File: config.mk
export PLATFORM = sky130hd
export DESIGN_NAME = analog_mux_sequencer
export DESIGN_NICKNAME = d
export VERILOG_FILES = /design/src/rtl/analog_seq_pkg.sv /design/src/rtl/analog_seq_next_ch.sv /design/src/rtl/analog_mux_sequencer.sv
export SDC_FILE = /design/constraint.sdc
export NUM_CORES = 1
export LEC_CHECK = 0
export BUFFER_PORTS_ARGS = -buffer_cell sky130_fd_sc_hd__clkbuf_2
export CAP_MARGIN = 20
export CELL_PAD_IN_SITES_DETAIL_PLACEMENT = 1
export CELL_PAD_IN_SITES_GLOBAL_PLACEMENT = 1
export CORE_MARGIN = 4
export CORE_UTILIZATION = 48
export CTS_CLUSTER_SIZE = 8
export DETAILED_ROUTE_END_ITERATION = 8
export GPL_TIMING_DRIVEN = 0
export PLACE_DENSITY = 0.9
export SLEW_MARGIN = 20
export SYNTH_ARGS = -nofsm -noshare
export SYNTH_HDL_FRONTEND = slang
export SYNTH_SLANG_ARGS = --single-unit
File: constraint.sdc
create_clock -name clk -period 3.65 [get_ports clk]
set_input_delay 1.095 -clock clk [delete_from_list [all_inputs] [get_ports clk]]
set_output_delay 1.095 -clock clk [all_outputs]
set_load 0.01 [all_outputs]
File: src/rtl/analog_seq_pkg.sv
// rtl/analog_seq_pkg.sv - shared types and helpers for the analog mux sequencer
package analog_seq_pkg;

    localparam int N_CH_DEF = 6;

    typedef enum logic [1:0] {
        IDLE   = 2'd0,
        BREAK  = 2'd1,
        SETTLE = 2'd2,
        SAMPLE = 2'd3
    } seq_state_t;

    // Settle length in cycles; always at least one cycle.
    function automatic logic [15:0] settle_len(input logic [3:0] cfg, input int shift);
        return (16'(cfg) + 16'd1) << shift;
    endfunction

endpackage

File: src/rtl/analog_seq_next_ch.sv
// rtl/analog_seq_next_ch.sv - next set bit above idx and lowest set bit of a channel mask
module analog_seq_next_ch #(
    parameter int N_CH = 6
) (
    input  logic [N_CH-1:0] mask,
    input  logic [2:0]      idx,
    output logic [2:0]      next_idx,
    output logic            found,
    output logic [2:0]      low_idx
);

    // Scan from the top down so the last hit is the lowest qualifying bit.
    always_comb begin
        next_idx = '0;
        found    = 1'b0;
        low_idx  = '0;
        for (int i = N_CH - 1; i >= 0; i--) begin
            if (mask[i]) begin
                low_idx = 3'(i);
                if (3'(i) > idx) begin
                    next_idx = 3'(i);
                    found    = 1'b1;
                end
            end
        end
    end

endmodule

File: src/rtl/analog_mux_sequencer.sv
// rtl/analog_mux_sequencer.sv - break-before-make scan sequencer for the analog pin switches
module analog_mux_sequencer
    import analog_seq_pkg::*;
#(
    parameter int N_CH         = N_CH_DEF,
    parameter int BBM_CYC      = 2,
    parameter int SETTLE_SHIFT = 2,
    parameter int CNT_W        = 8
) (
    input  logic            clk,
    input  logic            rst_n,
    input  logic            ena,
    input  logic            start,
    input  logic            abort,
    input  logic [N_CH-1:0] chan_mask,
    input  logic [3:0]      settle_cfg,
    input  logic            cont,
    output logic [N_CH-1:0] sw_en,
    output logic            sample_stb,
    output logic [2:0]      chan_idx,
    output logic            busy,
    output logic            done,
    output logic            err_empty
);

    localparam logic [CNT_W-1:0] BBM_LOAD = CNT_W'(BBM_CYC - 1);

    seq_state_t      state_q, state_d;
    logic [CNT_W-1:0] cnt_q, cnt_d;
    logic [N_CH-1:0] mask_q, mask_d;
    logic [3:0]      cfg_q, cfg_d;
    logic [2:0]      idx_q, idx_d;
    logic            done_d, err_d;
    logic            start_q, start_prev, start_rise;

    logic [N_CH-1:0] nc_mask;
    logic [2:0]      nc_next, nc_low, nxt_idx_q;
    logic            nc_found, nxt_found_q;

    // Reset as if start were already high, so a level held through reset is not an edge.
    always_ff @(posedge clk or negedge rst_n) begin
        if (!rst_n) begin
            start_q    <= 1'b1;
            start_prev <= 1'b1;
        end else begin
            start_q    <= start;
            start_prev <= start_q;
        end
    end
    assign start_rise = start_q & ~start_prev;

    // One search block: during SETTLE it finds the next channel of the latched mask,
    // elsewhere it finds the lowest channel of the live mask for start and wrap.
    assign nc_mask = (state_q == SETTLE) ? mask_q : chan_mask;

    analog_seq_next_ch #(.N_CH(N_CH)) u_next_ch (
        .mask     (nc_mask),
        .idx      (idx_q),
        .next_idx (nc_next),
        .found    (nc_found),
        .low_idx  (nc_low)
    );

    always_ff @(posedge clk or negedge rst_n) begin
        if (!rst_n) begin
            nxt_idx_q   <= '0;
            nxt_found_q <= 1'b0;
        end else if (state_q == SETTLE) begin
            nxt_idx_q   <= nc_next;
            nxt_found_q <= nc_found;
        end
    end

    always_comb begin
        state_d = state_q;
        cnt_d   = (cnt_q != '0) ? cnt_q - CNT_W'(1) : cnt_q;
        mask_d  = mask_q;
        cfg_d   = cfg_q;
        idx_d   = idx_q;
        done_d  = 1'b0;
        err_d   = 1'b0;
        if (abort || !ena) begin
            state_d = IDLE;
            cnt_d   = '0;
        end else begin
            case (state_q)
                IDLE: begin
                    if (start_rise) begin
                        if (|chan_mask) begin
                            state_d = BREAK;
                            mask_d  = chan_mask;
                            cfg_d   = settle_cfg;
                            idx_d   = nc_low;
                            cnt_d   = BBM_LOAD;
                        end else begin
                            err_d = 1'b1;
                        end
                    end
                end
                BREAK: begin
                    if (cnt_q == '0) begin
                        state_d = SETTLE;
                        cnt_d   = CNT_W'(settle_len(cfg_q, SETTLE_SHIFT) - 16'd1);
                    end
                end
                SETTLE: begin
                    if (cnt_q == '0) begin
                        state_d = SAMPLE;
                        cnt_d   = '0;
                    end
                end
                SAMPLE: begin
                    if (nxt_found_q) begin
                        state_d = BREAK;
                        idx_d   = nxt_idx_q;
                        cnt_d   = BBM_LOAD;
                    end else if (cont && (|chan_mask)) begin
                        state_d = BREAK;
                        mask_d  = chan_mask;
                        cfg_d   = settle_cfg;
                        idx_d   = nc_low;
                        cnt_d   = BBM_LOAD;
                    end else begin
                        state_d = IDLE;
                        done_d  = 1'b1;
                        err_d   = cont;
                    end
                end
                default: state_d = IDLE;
            endcase
        end
    end

    always_ff @(posedge clk or negedge rst_n) begin
        if (!rst_n) begin
            state_q    <= IDLE;
            cnt_q      <= '0;
            mask_q     <= '0;
            cfg_q      <= '0;
            idx_q      <= '0;
            sw_en      <= '0;
            sample_stb <= 1'b0;
            chan_idx   <= '0;
            busy       <= 1'b0;
            done       <= 1'b0;
            err_empty  <= 1'b0;
        end else begin
            state_q    <= state_d;
            cnt_q      <= cnt_d;
            mask_q     <= mask_d;
            cfg_q      <= cfg_d;
            idx_q      <= idx_d;
            sw_en      <= (state_d == SETTLE || state_d == SAMPLE) ? (N_CH'(1) << idx_d) : '0;
            sample_stb <= (state_d == SAMPLE);
            chan_idx   <= idx_d;
            busy       <= (state_d != IDLE);
            done       <= done_d;
            err_empty  <= err_d;
        end
    end

endmodule

==> run metrics <==
outcome=finished, final reports clean; hold crit path type=flip-flop to flip-flop; Syn-to-layout area delta=13.1%; leading cell types in the layout, fill and taps excluded=dfrtp_1, clkbuf_2, nor2_1; # resized after CTS=0; layout cells sized above 1=25.5%; Die W=78.2 um; Yosys top cell area share=about two fifths; pin slew with the least headroom to its limit=0.965 ns; Setup Crit Path Kind=input port to flip-flop; clk slew on worst S/H paths=approximately 0.080 ns; H-tree Lvls=2; fin. max-slew vios=0; # setup viols final=0; I/O pins=29; Cell Area, Synth=~2400 um^2; Post-synth EDFFs=0; worst skew pair latency=approximately 0.3 ns; ys flop type=dfrtp_1; DR vias=2017; Final min period=2.86 ns; 1st-iter DRT viols=75; Final period util=between 70% and 80%; register area share after synthesis=about two fifths; first-pass GRT wire length=roughly 10000 um; #FFs+latches synth=39; drc violations=0; setup TNS=0 ns; Synth Warn #=0; Mapped Avg Cell Area=~9.9 um^2; placer congestion estimate=0.923; Placeable Area=approximately 4800 um^2; vias in the first global route=between 2k and 2.5k; Chip Height=78.2 um; cts hold-fix bufs=0; Worst setup SP type=input port; CTS Buf Count=5; gr usage total=between 20% and 30%; initial antenna violation count=0; cell taking the most area after synthesis=dfrtp_1; final antenna-violating net count=0; leakage=between 0.001 and 0.0015 uW; CTS sink cnt=39; FMAX=0.349 GHz; pin count of the biggest net entering global routing=40; max-cap viol count=0; Synth cell types=just over 60; fin nets=297; hpwl dp=4550 um; data arrival time of the critical path=~3.1 ns; Max Buffers Root-to-Sink=2; RSZ-0062 raised after global routing=false; vias per inst=5.91; Area contributors post-synth=dfrtp_1, ha_1, a21oi_1; clock tree from TritonCTS=yes; Rel. slew slack=between 30% and 40%; Setup Buffers After CTS=0; cell row count=25; total gr overflow=0; Post-synth ARST share=100%; final hold vios=0; Port Buffers=28; Fin Clk Skew=0.00315 ns; Hold Startpoint=start_q; commonest non-fill, non-tap cell in the layout=dfrtp_1; Worst Hold Path Cells=0; root buffer cell=clkbuf_8; starting density of the core=49.7%; DRT Wirelength=6090 um; routed len/inst=between 15 and 20 um; Power per Cell Area=548 nW/um^2; crit path from=abort; Cells after Synth=238; Inserted Diodes=0; reg-to-reg startpoint=state_q[0]; critical path data required time=3.84 ns; First-pass DRT Iterations=4; critical path endpoint category=flip-flop; full die area=6110 um^2; FF-to-FF path depth=6; Max FO, Critical Path=10; Tot Pwr=1470 uW; worst IR drop on VDD=0.000306 V; Post-Syn Nets=approximately 260
-- worst paths after layout --
kind                                     end  slack (ns)
worst min-delay path              start_prev        0.38
worst min register to register    start_prev        0.38
worst max register to register     mask_q[1]        1.09
worst max-delay path               mask_q[1]        0.79
max in group asynchronous       nxt_idx_q[1]        2.13
min in group asynchronous               done        0.93
-- area by class of cell --
cell class	instances	area, um^2
Fill cell	569	2080
Multi-Input combinational cell	175	1280
Clock buffer	6	72.6
Inverter	18	67.6
Tap cell	67	83.8
Buffer	6	35.0
Timing Repair Buffer	28	140
Clock inverter	2	12.5
Sequential cell	39	978
-- state kept, by name, indices dropped and copies added (netlist names) --
| name | cells |
|---|---|
| start_q | 1 |
| sw_en | 6 |
| state_q | 2 |
| sample_stb | 1 |
| done | 1 |
| idx_q | 3 |
| err_empty | 1 |
| nxt_found_q | 1 |
| nxt_idx_q | 3 |
| start_prev | 1 |
| cfg_q | 4 |
| busy | 1 |
| cnt_q | 8 |
| mask_q | 6 |
-- critical path, cell delays in order --
cell and delay (ns):
clkbuf_2 0.09, nand2b_1 0.12, buf_2 0.18, nor2_1 0.41, o21ai_1 0.22, a21oi_2 0.53
mux2_2 0.41
-- stage by stage --
stage	util [%]	instance area [um^2]	std cells	hold slack, ns	worst slack, ns
after floorplan	-	2360	238	0.359	1.05
after global placement	54.4	2590	333	0.364	0.567
after detailed placement	54.4	2590	333	0.366	0.522
after CTS	56.2	2670	341	0.380	0.824
after global routing	56.2	2670	341	0.383	0.658
final	56.2	2670	341	0.379	0.787
-- cells by family after synthesis --
group | count (synthesis) | share of synthesized area [%]
XOR/XNOR | 5 | 1.85
adder cells (fa/ha/maj) | 8 | 4.23
AND/OR/NAND/NOR | 81 | 21.1
AO/OA/AOI/OAI | 67 | 20.7
multiplexers | 14 | 6.45
buffers and inverters | 24 | 4.34
flip-flops | 39 | 41.4
-- cell usage after synthesis (all sizes together), types with 3 or more instances --
library cell	count
nand2	13
nand2b	5
mux2	10
inv	18
or3	5
nor3b	5
nand4	4
nand3	6
o22ai	3
nor2	20
o21a	3
ha	8
buf	5
o21ai	14
o221ai	3
xor2	3
dfrtp	37
a21oi	20
nor3	12
mux2i	4
-- per-layer routing --
metal / vias to the layer above / track usage [%] / share of wire (%)
met5: - / 0 / 0
met4: 0 / 8.57 / 1.6
met3: 10 / 4.36 / 3.6
met2: 40 / 38.3 / 52
met1: 1020 / 25.7 / 43
li1: 947 / - / -
-- where the power goes --
part	total (uW)	switching, uW	internal (uW)
Clock	293	160	134
Combinational	573	329	245
Sequential	600	85.8	514
Power figures use the tool's default switching activity.
